==> src/rtl/dispatch_queue_pkg.sv <==
// Shared types for the dispatch queue: register/word types, the queue entry
// record and the occupancy-count width helper.
package dispatch_queue_pkg;

  localparam int PREG_W = 6;
  localparam int WORD_W = 32;

  typedef logic [PREG_W-1:0] p_reg;
  typedef logic [WORD_W-1:0] word;

  typedef struct packed {
    logic valid;
    p_reg src1;
    logic src1_rdy;
    p_reg src2;
    logic src2_rdy;
    p_reg dst;
    word  payload;
  } dq_entry_t;

  function automatic int count_width(input int depth);
    return $clog2(depth + 1);
  endfunction

endpackage

==> src/rtl/dispatch_queue_if.sv <==
// Dispatch, wakeup and issue bundle between rename/regread, the queue and
// the execute units. The queue side uses the slave modport.
interface dispatch_queue_if import dispatch_queue_pkg::*; #(
  parameter int DEPTH          = 8,
  parameter int DISPATCH_WIDTH = 2,
  parameter int WAKEUP_PORTS   = 2
) ();

  localparam int CNT_W = count_width(DEPTH);

  logic                      i_flush;
  logic [DISPATCH_WIDTH-1:0] i_disp_valid;
  p_reg                      i_disp_src1     [DISPATCH_WIDTH];
  p_reg                      i_disp_src2     [DISPATCH_WIDTH];
  logic [DISPATCH_WIDTH-1:0] i_disp_src1_rdy;
  logic [DISPATCH_WIDTH-1:0] i_disp_src2_rdy;
  p_reg                      i_disp_dst      [DISPATCH_WIDTH];
  word                       i_disp_payload  [DISPATCH_WIDTH];
  logic                      o_disp_ready;
  logic [WAKEUP_PORTS-1:0]   i_wb_valid;
  p_reg                      i_wb_tag        [WAKEUP_PORTS];
  logic                      o_issue_valid;
  logic                      i_issue_ready;
  p_reg                      o_issue_src1;
  p_reg                      o_issue_src2;
  p_reg                      o_issue_dst;
  word                       o_issue_payload;
  logic [CNT_W-1:0]          o_count;

  modport slave (
    input  i_flush, i_disp_valid, i_disp_src1, i_disp_src2, i_disp_src1_rdy,
           i_disp_src2_rdy, i_disp_dst, i_disp_payload, i_wb_valid, i_wb_tag,
           i_issue_ready,
    output o_disp_ready, o_issue_valid, o_issue_src1, o_issue_src2,
           o_issue_dst, o_issue_payload, o_count
  );

  modport master (
    output i_flush, i_disp_valid, i_disp_src1, i_disp_src2, i_disp_src1_rdy,
           i_disp_src2_rdy, i_disp_dst, i_disp_payload, i_wb_valid, i_wb_tag,
           i_issue_ready,
    input  o_disp_ready, o_issue_valid, o_issue_src1, o_issue_src2,
           o_issue_dst, o_issue_payload, o_count
  );

endinterface

==> src/rtl/dispatch_queue_select.sv <==
// Oldest-ready picker: one-hot grant on the lowest set request bit.
module dq_select #(
  parameter int N = 8
) (
  input  logic [N-1:0] i_req,
  output logic [N-1:0] o_grant,
  output logic         o_found
);

  logic w_taken;

  always_comb begin
    o_grant = '0;
    w_taken = 1'b0;
    for (int i = 0; i < N; i++) begin
      if (i_req[i] && !w_taken) begin
        o_grant[i] = 1'b1;
        w_taken    = 1'b1;
      end
    end
    o_found = w_taken;
  end

endmodule

==> src/rtl/dispatch_queue.sv <==
// Age-ordered collapsing issue queue with tag wakeup. Slot 0 is the oldest;
// valid entries are kept contiguous from slot 0.
module dispatch_queue import dispatch_queue_pkg::*; #(
  parameter int DEPTH          = 8,
  parameter int DISPATCH_WIDTH = 2,
  parameter int WAKEUP_PORTS   = 2
) (
  input logic             i_clk,
  input logic             i_rst,
  dispatch_queue_if.slave io
);

  localparam int CNT_W = count_width(DEPTH);
  localparam int IDX_W = $clog2(DEPTH);

  dq_entry_t        r_slot   [DEPTH];
  logic [CNT_W-1:0] r_count;

  dq_entry_t        w_woken  [DEPTH];
  dq_entry_t        w_lane   [DISPATCH_WIDTH];
  dq_entry_t        w_next   [DEPTH];
  dq_entry_t        w_sel;
  logic [CNT_W-1:0] w_count_next;
  logic [DEPTH-1:0] w_req;
  logic [DEPTH-1:0] w_grant;
  logic             w_found;
  logic             w_issue;
  logic             w_disp_ready;
  logic             w_shift;
  int               w_pos;

  always_comb begin
    for (int i = 0; i < DEPTH; i++)
      w_req[i] = r_slot[i].valid & r_slot[i].src1_rdy & r_slot[i].src2_rdy;
  end

  dq_select #(.N(DEPTH)) u_select (
    .i_req   (w_req),
    .o_grant (w_grant),
    .o_found (w_found)
  );

  // Grant is one-hot, so a priority mux is equivalent to an AND-OR mux here.
  always_comb begin
    w_sel = '0;
    for (int i = 0; i < DEPTH; i++)
      if (w_grant[i]) w_sel = r_slot[i];
  end

  assign w_disp_ready = (DEPTH - int'(r_count)) >= DISPATCH_WIDTH;
  assign w_issue      = w_found & io.i_issue_ready;

  assign io.o_disp_ready    = w_disp_ready;
  assign io.o_issue_valid   = w_found;
  assign io.o_issue_src1    = w_sel.src1;
  assign io.o_issue_src2    = w_sel.src2;
  assign io.o_issue_dst     = w_sel.dst;
  assign io.o_issue_payload = w_sel.payload;
  assign io.o_count         = r_count;

  // NOTE: combinational next-state uses blocking '=' so later statements see
  // earlier results (wakeup -> compaction -> append); only the register
  // process below uses '<='.
  always_comb begin
    for (int i = 0; i < DEPTH; i++) begin
      w_woken[i] = r_slot[i];
      for (int k = 0; k < WAKEUP_PORTS; k++) begin
        if (io.i_wb_valid[k] && r_slot[i].valid) begin
          if (io.i_wb_tag[k] == r_slot[i].src1) w_woken[i].src1_rdy = 1'b1;
          if (io.i_wb_tag[k] == r_slot[i].src2) w_woken[i].src2_rdy = 1'b1;
        end
      end
    end

    for (int l = 0; l < DISPATCH_WIDTH; l++) begin
      w_lane[l].valid    = 1'b1;
      w_lane[l].src1     = io.i_disp_src1[l];
      w_lane[l].src2     = io.i_disp_src2[l];
      w_lane[l].dst      = io.i_disp_dst[l];
      w_lane[l].payload  = io.i_disp_payload[l];
      w_lane[l].src1_rdy = io.i_disp_src1_rdy[l];
      w_lane[l].src2_rdy = io.i_disp_src2_rdy[l];
      for (int k = 0; k < WAKEUP_PORTS; k++) begin
        if (io.i_wb_valid[k] && io.i_wb_tag[k] == io.i_disp_src1[l]) w_lane[l].src1_rdy = 1'b1;
        if (io.i_wb_valid[k] && io.i_wb_tag[k] == io.i_disp_src2[l]) w_lane[l].src2_rdy = 1'b1;
      end
    end

    // Everything at or above the issued slot moves down by one.
    w_shift = 1'b0;
    for (int i = 0; i < DEPTH - 1; i++) begin
      w_shift   = w_shift | (w_issue & w_grant[i]);
      w_next[i] = w_shift ? w_woken[i+1] : w_woken[i];
    end
    w_shift           = w_shift | (w_issue & w_grant[DEPTH-1]);
    w_next[DEPTH-1]   = w_shift ? '0 : w_woken[DEPTH-1];

    w_pos = int'(r_count) - int'(w_issue);
    for (int l = 0; l < DISPATCH_WIDTH; l++) begin
      if (w_disp_ready && io.i_disp_valid[l] && w_pos < DEPTH) begin
        w_next[IDX_W'(w_pos)] = w_lane[l];
        w_pos = w_pos + 1;
      end
    end
    w_count_next = CNT_W'(w_pos);

    if (io.i_flush) begin
      for (int i = 0; i < DEPTH; i++) w_next[i] = '0;
      w_count_next = '0;
    end
  end

  // NOTE: the slot array is reset in full, not just the valid bits, so the
  // combinational issue fields read zero out of reset instead of X.
  always_ff @(posedge i_clk or posedge i_rst) begin
    if (i_rst) begin
      for (int i = 0; i < DEPTH; i++) r_slot[i] <= '0;
      r_count <= '0;
    end else begin
      r_slot  <= w_next;
      r_count <= w_count_next;
    end
  end

endmodule

==> src/flat_wrapper.sv <==
// flat-port wrapper written by rule: the top's interface ports become plain ports
module dispatch_queue_flat import dispatch_queue_pkg::*;
#(
  parameter int DEPTH          = 8,
  parameter int DISPATCH_WIDTH = 2,
  parameter int WAKEUP_PORTS   = 2
)
  (i_clk, i_rst, io_i_flush, io_i_disp_valid, io_i_disp_src1, io_i_disp_src2, io_i_disp_src1_rdy, io_i_disp_src2_rdy, io_i_disp_dst, io_i_disp_payload, io_i_wb_valid, io_i_wb_tag, io_i_issue_ready, io_o_disp_ready, io_o_issue_valid, io_o_issue_src1, io_o_issue_src2, io_o_issue_dst, io_o_issue_payload, io_o_count);
  dispatch_queue_if #(.DEPTH(DEPTH), .DISPATCH_WIDTH(DISPATCH_WIDTH), .WAKEUP_PORTS(WAKEUP_PORTS)) io_i ();
  input logic i_clk;
  input logic i_rst;
  input wire logic [$bits(io_i.i_flush)-1:0] io_i_flush;
  input wire logic [$bits(io_i.i_disp_valid)-1:0] io_i_disp_valid;
  input wire logic [$bits(io_i.i_disp_src1)-1:0] io_i_disp_src1;
  input wire logic [$bits(io_i.i_disp_src2)-1:0] io_i_disp_src2;
  input wire logic [$bits(io_i.i_disp_src1_rdy)-1:0] io_i_disp_src1_rdy;
  input wire logic [$bits(io_i.i_disp_src2_rdy)-1:0] io_i_disp_src2_rdy;
  input wire logic [$bits(io_i.i_disp_dst)-1:0] io_i_disp_dst;
  input wire logic [$bits(io_i.i_disp_payload)-1:0] io_i_disp_payload;
  input wire logic [$bits(io_i.i_wb_valid)-1:0] io_i_wb_valid;
  input wire logic [$bits(io_i.i_wb_tag)-1:0] io_i_wb_tag;
  input wire logic [$bits(io_i.i_issue_ready)-1:0] io_i_issue_ready;
  output wire logic [$bits(io_i.o_disp_ready)-1:0] io_o_disp_ready;
  output wire logic [$bits(io_i.o_issue_valid)-1:0] io_o_issue_valid;
  output wire logic [$bits(io_i.o_issue_src1)-1:0] io_o_issue_src1;
  output wire logic [$bits(io_i.o_issue_src2)-1:0] io_o_issue_src2;
  output wire logic [$bits(io_i.o_issue_dst)-1:0] io_o_issue_dst;
  output wire logic [$bits(io_i.o_issue_payload)-1:0] io_o_issue_payload;
  output wire logic [$bits(io_i.o_count)-1:0] io_o_count;
  assign io_i.i_flush = io_i_flush;
  assign io_i.i_disp_valid = io_i_disp_valid;
  assign io_i.i_disp_src1 = {>>{io_i_disp_src1}};
  assign io_i.i_disp_src2 = {>>{io_i_disp_src2}};
  assign io_i.i_disp_src1_rdy = io_i_disp_src1_rdy;
  assign io_i.i_disp_src2_rdy = io_i_disp_src2_rdy;
  assign io_i.i_disp_dst = {>>{io_i_disp_dst}};
  assign io_i.i_disp_payload = {>>{io_i_disp_payload}};
  assign io_i.i_wb_valid = io_i_wb_valid;
  assign io_i.i_wb_tag = {>>{io_i_wb_tag}};
  assign io_i.i_issue_ready = io_i_issue_ready;
  assign io_o_disp_ready = io_i.o_disp_ready;
  assign io_o_issue_valid = io_i.o_issue_valid;
  assign io_o_issue_src1 = io_i.o_issue_src1;
  assign io_o_issue_src2 = io_i.o_issue_src2;
  assign io_o_issue_dst = io_i.o_issue_dst;
  assign io_o_issue_payload = io_i.o_issue_payload;
  assign io_o_count = io_i.o_count;
  dispatch_queue #(.DEPTH(DEPTH), .DISPATCH_WIDTH(DISPATCH_WIDTH), .WAKEUP_PORTS(WAKEUP_PORTS)) u_core (.i_clk(i_clk), .i_rst(i_rst), .io(io_i));
endmodule
==> config.mk <==
export PLATFORM = sky130hd
export DESIGN_NAME = dispatch_queue_flat
export DESIGN_NICKNAME = d
export VERILOG_FILES = /design/src/rtl/dispatch_queue_pkg.sv /design/src/rtl/dispatch_queue_if.sv /design/src/rtl/dispatch_queue_select.sv /design/src/rtl/dispatch_queue.sv /design/src/flat_wrapper.sv
export SDC_FILE = /design/constraint.sdc
export NUM_CORES = 2
export LEC_CHECK = 0
export BUFFER_PORTS_ARGS = -buffer_cell sky130_fd_sc_hd__clkbuf_2
export CELL_PAD_IN_SITES_DETAIL_PLACEMENT = 0
export CELL_PAD_IN_SITES_GLOBAL_PLACEMENT = 1
export CORE_AREA = 10 10 307 279
export DETAILED_ROUTE_END_ITERATION = 8
export DIE_AREA = 0 0 317 289
export HOLD_SLACK_MARGIN = 0.1
export PLACE_DENSITY = 0.69
export SYNTH_ARGS = -nofsm -noshare
export SYNTH_HDL_FRONTEND = slang
export SYNTH_SLANG_ARGS = --single-unit
==> constraint.sdc <==
create_clock -name i_clk -period 38.8 [get_ports i_clk]
set_input_delay 1.94 -clock i_clk [delete_from_list [all_inputs] [get_ports i_clk]]
set_output_delay 1.94 -clock i_clk [all_outputs]
set_load 0.03 [all_outputs]
==> results.tsv <==
stage	metric	value	unit
cts	htreeDepth	2	
setup_path	worst_setup_path_start_kind	flop	
setup_path	cp_common_cell	ha_1	
global_routing	grtUsageMet2	39.9	%
floorplan	die_w	317	µm
synth	synth_flop_cell	dfrtp_1	
synth	synth.avg_cell_area	8.56	µm²
timing	setup_viol	0	
placement	place_congestion	0.875	
setup_path	worstPathRequired	39320	ps
cts	cts.clk_slew.worst_paths	60	ps
hold_path	min_path_type	reg -> reg	
timing	tightest_slew	1240	ps
cts	cts_buffers	48	
timing	period_share	18.5	%
synth	ys_seq_area_share	39.1	%
synth	synth.distinct_cells	68	
cells_and_area	syn_to_final_growth	10.9	%
timing	min_period	7200	ps
status	run_status	finished clean	
placement	dp_hpwl	68.1	mm
cells_and_area	final_common_cell	nand2_1	
timing	max_freq	139	MHz
floorplan	row_count	98	
floorplan	dieArea	0.0916	mm²
global_routing	grt_start_max_net_pins	216	
timing	rsz0062_at_grt	false	
setup_path	worst_ep_arrival_time	7720	ps
setup_path	end_kind	flop	
hold_path	hold_depth	1	
global_routing	track_usage	25.6	%
cts	cts_resized	0	
timing	drv_slew	0	
setup_path	r2r_slack	31600	ps
global_routing	busiest_layer	met2	
setup_path	reg2reg_to	u_core.r_slot[214]$_DFF_PP0_	
cts	cts_sinks	428	
synth	synth_edf_count	0	
synth	synth_area	0.0274	mm²
job	max_cap_viol_count	0	
timing	fin_worst_skew	34.6	ps
cts	cts_tree	done	
routing	num_vias	26650	
cts	post_cts_buffers	0	
timing	finalSetupTns	0	ps
setup_path	cpPeakStageDelay	860	ps
floorplan	start_util	34.7	%
timing	maxSlewHeadroom	17.3	%
pwr	p_total	0.00192	W
cts	hold_buffers	0	
routing	viasPerCell	6.34	
synth	synthArstFlopShare	100	%
hold_path	whs_endpoint	u_core.r_slot[35]$_DFF_PP0_	
setup_path	path_cells	and3_2 > or3_1 > nor3_2 > nand3_1 > and2_1 > ha_1 > ha_1 > inv_1 > ha_1 > nand3_1 > ha_1 > nor4bb_1 > nand4_1 > or3_1 > a311oi_4 > buf_4 > buf_4 > nand3_1 > a21oi_1	
global_routing	grt_antenna_before_repair	9	
setup_path	worst-path-max-fanout	88	
floorplan	fp.coreArea	0.0791	mm²
placement	detailedPlace.worstSlack	31620	ps
timing	setup_ws	31600	ps
setup_path	reg2reg_from	u_core.r_slot[423]$_DFF_PP0_	
cells_and_area	fillers	8147	
global_routing	grt_pass1_wl	179	mm
placement	numPortBuffers	179	
setup_path	worstRegToRegCells	19	
synth	netlist_instances	3205	
cts	clk_latency	640	ps
routing	ant_nets	0	
pwr	peakVddDrop	64.4	µV
hold_path	hold_start	u_core.r_slot[35]$_DFF_PP0_	
timing	hold_viol	0	
global_routing	grt_pass1_vias	26361	
floorplan	fp.dieH	289	µm
cells_and_area	layout.nets	3253	
routing	drc	0	
global_routing	grt_use_met1	33.7	%
routing	first_pass_iters	8	
synth	ys.warnings.count	0	
global_routing	grt_overflow_total	0	
cts	clockBufferDepth	3	
setup_path	cp_slowest_cell	buf_4	
setup_path	crit_type	reg -> reg	
routing	drt-wirelength-per-cell	28.8	µm
synth	synth.ff_latch_count	428	
routing	wl	121	mm
synth	syn-num-nets	3341	
cells_and_area	drive_gt1_share	10.8	%
cts	cts-root-buf	clkbuf_16	
pwr	power_leakage	13.0	nW
pwr	power_density	63.3	mW/mm²
global_routing	grt.met3_usage	5.31	%
routing	drt_iter0_markers	3424	
cells_and_area	final_cell_mix	nand2_1 (471), dfrtp_1 (428), a21oi_1 (366)	
floorplan	io_pins	180	
==> worst max-delay path, delay by kind of cell (launching register included) <==
| kind | cells | cell delay [ps] |
|---|---|---|
| and+or+nand+nor | 10 | 3230 |
| buffers and inverters | 3 | 1800 |
| adders and majority gates | 4 | 1100 |
| AOI/OAI and AO/OA | 2 | 450 |
| DFF | 1 | 410 |
==> state kept, by name (all words and copies together) (netlist names) <==
register and cells:
u_core.io.o_count 4, u_core.r_slot 424
==> how the worst max path moves through the flow <==
stage               cells after the start                         start                             end
detailed placement                     16              io_i_issue_ready    u_core.r_slot[214]$_DFF_PP0_
global route                           19  u_core.r_slot[423]$_DFF_PP0_    u_core.r_slot[270]$_DFF_PP0_
floorplan                               1                         i_rst  u_core.io.o_count[0]$_DFF_PP0_
global placement                       15              io_i_issue_ready    u_core.r_slot[274]$_DFF_PP0_
CTS                                    19  u_core.r_slot[423]$_DFF_PP0_    u_core.r_slot[214]$_DFF_PP0_
finish                                 19  u_core.r_slot[423]$_DFF_PP0_    u_core.r_slot[214]$_DFF_PP0_
==> where the power goes <==
part	internal (W)	total (W)	switching, W
Sequential	0.000521	0.000601	0.0000804
Combinational	0.000232	0.000834	0.000602
Clock	0.000279	0.000488	0.000210
==> metrics by stage <==
step                std cells  hold slack (ps)  util, %  cell area [µm²]
finish                   4206              513     38.5            30400
global route             4206              528     38.5            30400
CTS                      4202              518     38.4            30400
detailed placement       4117              497     36.4            28800
global placement         4117              495     36.4            28800
floorplan                3205              476        -            27400
==> layout make-up <==
| class | instances | area (µm²) | share of cell area (%) |
|---|---|---|---|
| clock inverters | 12 | 214 | 0.704 |
| well taps | 1050 | 1310 | 4.32 |
| diodes | 4 | 10.0 | 0.0329 |
| inverters | 8 | 37.5 | 0.123 |
| flip-flops and latches | 428 | 10700 | 35.2 |
| multi-input cells | 2411 | 15500 | 50.8 |
| clock buffers | 73 | 1420 | 4.65 |
| repair buffers | 220 | 1250 | 4.11 |
==> Yosys cell counts, types with 3 or more instances <==
cell type | count | area, µm²
mux2_2 | 3 | 33.8
or3_1 | 6 | 37.5
buf_2 | 71 | 355
nand2b_1 | 8 | 50.1
inv_1 | 8 | 30.0
a21oi_1 | 366 | 1830
nor3b_1 | 3 | 22.5
o41ai_1 | 3 | 26.3
nor2b_1 | 6 | 37.5
and2_1 | 59 | 369
or2_2 | 4 | 25.0
dfrtp_1 | 428 | 10700
nor3_1 | 16 | 80.1
a31oi_1 | 48 | 300
o221ai_1 | 200 | 1750
ha_1 | 12 | 150
a41oi_1 | 15 | 131
clkbuf_1 | 246 | 923
nor4_1 | 35 | 219
a22oi_1 | 6 | 45.0
a221oi_1 | 39 | 342
nand4_1 | 32 | 200
xnor2_1 | 112 | 981
mux2i_1 | 204 | 2040
a222oi_1 | 50 | 500
or4_1 | 5 | 37.5
o21ai_0 | 210 | 1050
a22o_1 | 5 | 43.8
nand2_1 | 476 | 1790
nor2_1 | 55 | 206
a21boi_0 | 5 | 37.5
buf_1 | 38 | 143
xor2_1 | 133 | 1160
a221o_1 | 5 | 50.1
nand3_1 | 234 | 1170
a211oi_1 | 5 | 37.5
and3_1 | 12 | 75.1
o211ai_1 | 3 | 22.5
==> metal layers <==
| metal | routed length (µm) | up-vias |
|---|---|---|
| met4 | 5210 | 10 |
| li1 | - | 11612 |
| met2 | 55700 | 1450 |
| met1 | 49400 | 13273 |
| met5 | 66 | - |
| met3 | 10600 | 305 |
==> kinds of logic (layout without fill, tap and decap cells) <==
| group | count (synthesis) | count (layout) | share of synthesized area [%] |
|---|---|---|---|
| AO/OA/AOI/OAI | 981 | 981 | 23.2 |
| XOR/XNOR | 246 | 246 | 7.88 |
| adder cells (fa/ha/maj) | 12 | 12 | 0.548 |
| buffers and inverters | 366 | 313 | 5.39 |
| flip-flops | 428 | 428 | 39.1 |
| multiplexers | 211 | 211 | 7.84 |
| other | 0 | 4 | 0 |
| AND/OR/NAND/NOR | 961 | 961 | 16.1 |
(Power assumes the default switching activity.)
